## config.mk

```make
export PLATFORM = sky130hd
export DESIGN_NAME = insn_encoder
export DESIGN_NICKNAME = d
export VERILOG_FILES = /design/src/rtl/insn_encoder.sv
export SDC_FILE = /design/constraint.sdc
export NUM_CORES = 1
export LEC_CHECK = 0
export ABC_CLOCK_PERIOD_IN_PS = 2400
export CORE_UTILIZATION = 45
export DETAILED_ROUTE_END_ITERATION = 8
export PLACE_DENSITY = 0.73
export RECOVER_POWER = 50
export SLEW_MARGIN = 25
export SYNTH_ARGS = -nofsm -noshare
export SYNTH_HDL_FRONTEND = slang
export SYNTH_SLANG_ARGS = --single-unit
export TNS_END_PERCENT = 20
```

## constraint.sdc

```tcl
create_clock -name i_clk -period 2.4 [get_ports i_clk]
set_clock_uncertainty 0.1 [all_clocks]
set_input_delay 0.24 -clock i_clk [delete_from_list [all_inputs] [get_ports i_clk]]
set_output_delay 0.24 -clock i_clk [all_outputs]
set_load 0.05 [all_outputs]
```

## src/rtl/insn_encoder.sv

```systemverilog
// insn_encoder: packs symbolic RV32I requests into words and streams them into instruction memory.
// Define INSN_ENC_RANGE_CHK_EN to reject out-of-range immediates (otherwise they are truncated).
module insn_encoder #(
  parameter int ADDR_W = 11,
  parameter int BASE_ADDR = 0
) (
  input  logic              i_clk,
  input  logic              i_rst_n,
  input  logic              i_start,
  input  logic              i_end,
  input  logic              i_req_vld,
  output logic              o_req_rdy,
  input  logic [4:0]        i_op,
  input  logic [4:0]        i_rd,
  input  logic [4:0]        i_rs1,
  input  logic [4:0]        i_rs2,
  input  logic [31:0]       i_imm,
  output logic              o_imem_wren,
  output logic [ADDR_W-1:0] o_imem_addr,
  output logic [31:0]       o_imem_wdata,
  output logic [ADDR_W:0]   o_count,
  output logic              o_err,
  output logic              o_full,
  output logic              o_busy,
  output logic              o_done
);
  typedef enum logic [1:0] {IDLE, LOAD, DONE} state_t;
  localparam logic [ADDR_W-1:0] BASE = ADDR_W'(BASE_ADDR);
  localparam logic [ADDR_W-1:0] LAST = '1;
  localparam logic [31:0] NOP = 32'h0000_0013;
  state_t state;
  logic [ADDR_W-1:0] ptr;
  logic acc, bad;
  logic is_r, is_i, is_sh, is_lw, is_sw, is_b, is_u, is_jalr;
  logic [2:0] f3;
  logic [6:0] i_opc;
  logic [11:0] i_fld;
  logic [31:0] r_w, i_w, s_w, b_w, u_w, j_w, word;
  assign o_req_rdy = state == LOAD && !o_full;
  assign acc = i_req_vld && o_req_rdy;
  assign o_busy = state == LOAD;
  assign o_done = state == DONE;
  assign is_r = i_op <= 5'd9;
  assign is_i = i_op >= 5'd10 && i_op <= 5'd18;
  assign is_sh = i_op >= 5'd16 && i_op <= 5'd18;
  assign is_lw = i_op == 5'd19;
  assign is_sw = i_op == 5'd20;
  assign is_b = i_op >= 5'd21 && i_op <= 5'd26;
  assign is_u = i_op == 5'd27 || i_op == 5'd28;
  assign is_jalr = i_op == 5'd30;
  always_comb begin
    case (i_op)
      5'd2, 5'd16, 5'd22:               f3 = 3'b001;
      5'd3, 5'd11, 5'd19, 5'd20:        f3 = 3'b010;
      5'd4, 5'd12:                      f3 = 3'b011;
      5'd5, 5'd13, 5'd23:               f3 = 3'b100;
      5'd6, 5'd7, 5'd17, 5'd18, 5'd24:  f3 = 3'b101;
      5'd8, 5'd14, 5'd25:               f3 = 3'b110;
      5'd9, 5'd15, 5'd26:               f3 = 3'b111;
      default:                          f3 = 3'b000;
    endcase
  end
  assign i_opc = is_lw ? 7'b0000011 : is_jalr ? 7'b1100111 : 7'b0010011;
  assign i_fld = is_sh ? {(i_op == 5'd18) ? 7'h20 : 7'h00, i_imm[4:0]} : i_imm[11:0];
  assign r_w = {(i_op == 5'd1 || i_op == 5'd7) ? 7'h20 : 7'h00, i_rs2, i_rs1, f3, i_rd, 7'b0110011};
  assign i_w = {i_fld, i_rs1, f3, i_rd, i_opc};
  assign s_w = {i_imm[11:5], i_rs2, i_rs1, f3, i_imm[4:0], 7'b0100011};
  assign b_w = {i_imm[12], i_imm[10:5], i_rs2, i_rs1, f3, i_imm[4:1], i_imm[11], 7'b1100011};
  assign u_w = {i_imm[31:12], i_rd, (i_op == 5'd27) ? 7'b0110111 : 7'b0010111};
  assign j_w = {i_imm[20], i_imm[10:1], i_imm[11], i_imm[19:12], i_rd, 7'b1101111};
  assign word = is_r ? r_w : (is_i || is_lw || is_jalr) ? i_w : is_sw ? s_w :
                is_b ? b_w : is_u ? u_w : j_w;
`ifdef INSN_ENC_RANGE_CHK_EN
  logic s12, s13, s21;
  assign s12 = &i_imm[31:11] || ~|i_imm[31:11];
  assign s13 = &i_imm[31:12] || ~|i_imm[31:12];
  assign s21 = &i_imm[31:20] || ~|i_imm[31:20];
  assign bad = &i_op || (((is_i && !is_sh) || is_lw || is_sw || is_jalr) && !s12) ||
               (is_sh && |i_imm[31:5]) || (is_b && (i_imm[0] || !s13)) ||
               (i_op == 5'd29 && (i_imm[0] || !s21)) || (is_u && |i_imm[11:0]);
`else
  assign bad = &i_op;
`endif
  always_ff @(posedge i_clk or negedge i_rst_n) begin
    if (!i_rst_n) begin
      state <= IDLE;
      ptr <= BASE;
      o_count <= '0;
      o_err <= 1'b0;
      o_full <= 1'b0;
      o_imem_wren <= 1'b0;
      o_imem_addr <= '0;
      o_imem_wdata <= '0;
    end else begin
      o_imem_wren <= acc;
      if (state != LOAD && i_start) begin
        state <= LOAD;
        ptr <= BASE;
        o_count <= '0;
        o_err <= 1'b0;
        o_full <= 1'b0;
      end else if (state == LOAD) begin
        if (acc) begin
          o_imem_addr <= ptr;
          o_imem_wdata <= bad ? NOP : word;
          o_count <= o_count + (ADDR_W + 1)'(1);
          o_err <= o_err || bad;
          o_full <= ptr == LAST;
          if (ptr != LAST) ptr <= ptr + ADDR_W'(1);
        end
        if (i_end || o_full) state <= DONE;
      end
    end
  end
endmodule

```

==> impl_metrics.csv <==
group,metric,value,unit
run_status,outcome,"completed",
floorplanning,io_pins,118,
min_path,hp-start,"i_imm[5]",
cells_and_area,area_growth_syn_to_layout,42.6,%
routing,drt-vias-per-instance,5.48,
synth,synth_cells,437,
worst_setup_path,cp.required,2.06,ns
cts,clock_latency,0.36,ns
worst_setup_path,startpoint,"state[1]",
synth,yosysSeqAreaShare,0.433,
timing,rsz0062_at_grt,"false",
routing,vias,3803,
global_routing,grt_usage,0.236,
floorplanning,core-area,0.00872,mm^2
floorplanning,design.die.area,0.00938,mm^2
timing,hold_violations,0,
placement,pre_cts_slack,-0.109,ns
global_routing,grt_antenna_before_repair,0,
timing,tns,0,ns
power_and_ir_drop,leakagePower,0.00244,uW
floorplanning,dieWidth,96.8,um
global_routing,use_met2,0.413,
synth,async_flop_share,1.00,
floorplanning,initial_core_util,0.464,
worst_setup_path,reg2reg_setup_slack,0.23,ns
global_routing,use_met3,0.0405,
synth,netlist_area,0.00405,mm^2
routing,drcViolationCount,0,
floorplanning,fp-row-count,34,
worst_setup_path,cp_max_fo,6,
worst_setup_path,r2r-end,"o_imem_wdata[26]",
min_path,hold_path_depth,3,
worst_setup_path,worstSetupStartpointType,"flip-flop",
timing,fin_crit,2.22,ns
synth,syn_nets,504,
placement,io_buffers,117,
routing,post_drt_wl_per_cell,15.7,um
timing,max_freq,0.450,GHz
global_routing,grt-busiest-layer,"met2",
placement,gp_congestion,0.850,
timing,worst_slack,0.179,ns
power_and_ir_drop,powerDensity,978,mW/mm^2
min_path,worstHoldEndpoint,"o_imem_wdata[25]",
global_routing,grt_pass1_vias,3731,
cells_and_area,fillers,709,
cts,htree_levels,3,
global_routing,grt_use_met1,0.287,
worst_setup_path,path_cells,"inv_1 -> nand2_1 -> nor2_1 -> clkdlybuf4s50_1",
cells_and_area,nets,648,
placement,dpl.hpwl,8300,um
job,cap_violations,0,
cts,cts_resized,0,
timing,slew_viol_final,0,
cells_and_area,fin_area,0.00577,mm^2
cts,cts.sinks,70,
routing,drt_iter0_drc,176,
cts,cts_buffers,9,
synth,avgSynthCellArea,9.26,um^2
timing,slew_headroom,0.189,
worst_setup_path,crit_path_max_incr_delay,0.81,ns
worst_setup_path,cp_num_buf_inv,2,
cts,cts_tree,"done",
synth,synth-edff-count,0,
synth,synth_cell_types,70,
timing,worstMarginPinSlew,1.22,ns
routing,wl,10900,um
global_routing,grt_overflow,0,
min_path,min_path_type,"in2reg",
cts,path_clk_slew,0.08,ns
synth,synth_warnings,0,
cells_and_area,diodes,0,
worst_setup_path,crit_arrival,1.88,ns
routing,drt_pass1_iterations,4,
worst_setup_path,critical-path-top-delay-family,"buffers and inverters",
cts,clockRootBuffer,"clkbuf_8",
global_routing,grt_max_degree,25,
synth,synth_flop_cell,"dfrtp_1",
timing,finalSetupViolCount,0,
cts,postCtsSetupBuffers,0,
routing,ant_nets,0,
worst_setup_path,critPathKind,"reg2out",
global_routing,grt_pass1_wl,17800,um
floorplanning,die_h,96.8,um
power_and_ir_drop,peakVddDrop,0.687,mV
placement,dpl_cell_area,0.00557,mm^2
synth,ys_seq_elements,70,
worst_setup_path,cp_slowest_cell,"clkdlybuf4s50_1",
cells_and_area,layout-drive-gt1-share,0.143,
worst_setup_path,critPathCaptureType,"primary output",
worst_setup_path,ff2ff_path_depth,8,
worst_setup_path,r2r-start,"o_full",
cts,cts_hold_buf,1,
timing,period_share,0.925,
power_and_ir_drop,power,5640,uW
cts,clk_path_buf_depth,2,
timing,holdWs,0.354,ns
## Yosys cell counts (5+ instances only)
cell type  instances  area [um^2]
dfrtp_1           70         1750
clkbuf_1          11         41.3
o31ai_1            6         45.0
nand4_1           17          106
nor2_1            32          120
o211ai_1          12         90.1
nor3_1             9         45.0
mux2i_1           10          100
nand2b_1           6         37.5
buf_2              5         25.0
o211ai_2           7         87.6
nand3_1           13         65.1
xnor2_1            7         61.3
and4_1             5         43.8
or3_1              6         37.5
nand2_1           89          334
a21oi_1           17         85.1
inv_1              7         26.3
o21ai_0           16         80.1
ha_1              10          125
## cell families (layout without fill, tap and decap cells)
| logic type | Yosys count | count (layout) | share of synthesized area |
|---|---|---|---|
| buf+inv | 35 | 184 | 0.0455 |
| compound gates | 95 | 95 | 0.175 |
| mux | 16 | 16 | 0.0424 |
| xor+xnor | 11 | 11 | 0.0238 |
| fa+ha+maj | 10 | 10 | 0.0309 |
| simple gates | 200 | 200 | 0.249 |
| flops | 70 | 70 | 0.433 |
## per-stage QoR
stage,std cells,utilization
2_1_floorplan,437,-
3_3_place_gp,677,0.639
3_5_place_dp,677,0.639
4_1_cts,694,0.665
5_1_grt,694,0.662
6_report,694,0.662
## state kept, by name, indices dropped and copies added (netlist names)
signal and cells:
o_imem_wren 1, o_count 12, o_full 1, ptr 11
o_err 1, state 2, o_imem_addr 11, o_imem_wdata 31
## metal layers
metal / share of wire / vias to the layer above
met4: 0.020 / 0
met1: 0.44 / 1807
li1: - / 1860
met2: 0.50 / 120
met3: 0.048 / 16
met5: 0 / -
## cell usage in the layout, fill, tap and decap left out, types with 3 or more instances in the layout
master / instances
o31ai_1: 6
mux2_2: 4
a22oi_1: 3
inv_1: 7
clkdlybuf4s50_1: 114
nand2b_1: 6
dfrtp_1: 70
or3_1: 6
buf_4: 31
nand2_1: 89
dlygate4sd3_1: 3
o211ai_1: 12
o21ai_0: 16
mux2i_1: 10
and4_1: 5
o21ai_1: 3
o22ai_1: 4
xnor2_1: 7
nand3_1: 13
clkbuf_2: 5
o211ai_2: 7
and2_0: 3
buf_12: 5
nand4_1: 17
clkbuf_8: 10
a21oi_1: 17
nor3_1: 9
ha_1: 10
nor2_1: 32
xor2_1: 4
nor2b_1: 3
o221ai_1: 3
## worst max-delay path by stage
| stage | cells after the start | slack (ns) | endpoint |
|---|---|---|---|
| 6_report | 4 | 0.18 | o_req_rdy |
| 5_1_grt | 4 | 0.05 | o_req_rdy |
| 4_1_cts | 4 | 0.15 | o_req_rdy |
| 3_5_place_dp | 7 | -0.11 | o_imem_wdata[15] |
| 3_3_place_gp | 7 | -0.05 | o_imem_wdata[16] |
| 2_1_floorplan | 6 | 0.38 | ptr[5] |
## report_power, final
group	internal [uW]	switching (uW)	total (uW)	leakage (uW)
Combinational	997	1860	2860	0.00141
Clock	616	465	1080	0.000110
Sequential	1490	210	1700	0.000917
Total	3110	2540	5640	0.00244
## tightest hold or removal path: stages
cell and delay [ns]:
clkdlybuf4s50_1 0.40, nand2_1 0.06, o211ai_1 0.07
## layout make-up
cell class | count | area, um^2 | area share
inverters | 9 | 35.0 | 0.00607
clock inverters | 5 | 81.3 | 0.0141
well taps | 108 | 135 | 0.0234
clock buffers | 11 | 141 | 0.0245
flip-flops and latches | 70 | 1750 | 0.303
multi-input cells | 332 | 2090 | 0.363
repair buffers | 159 | 1530 | 0.266
Power figures use the tool's default switching activity.
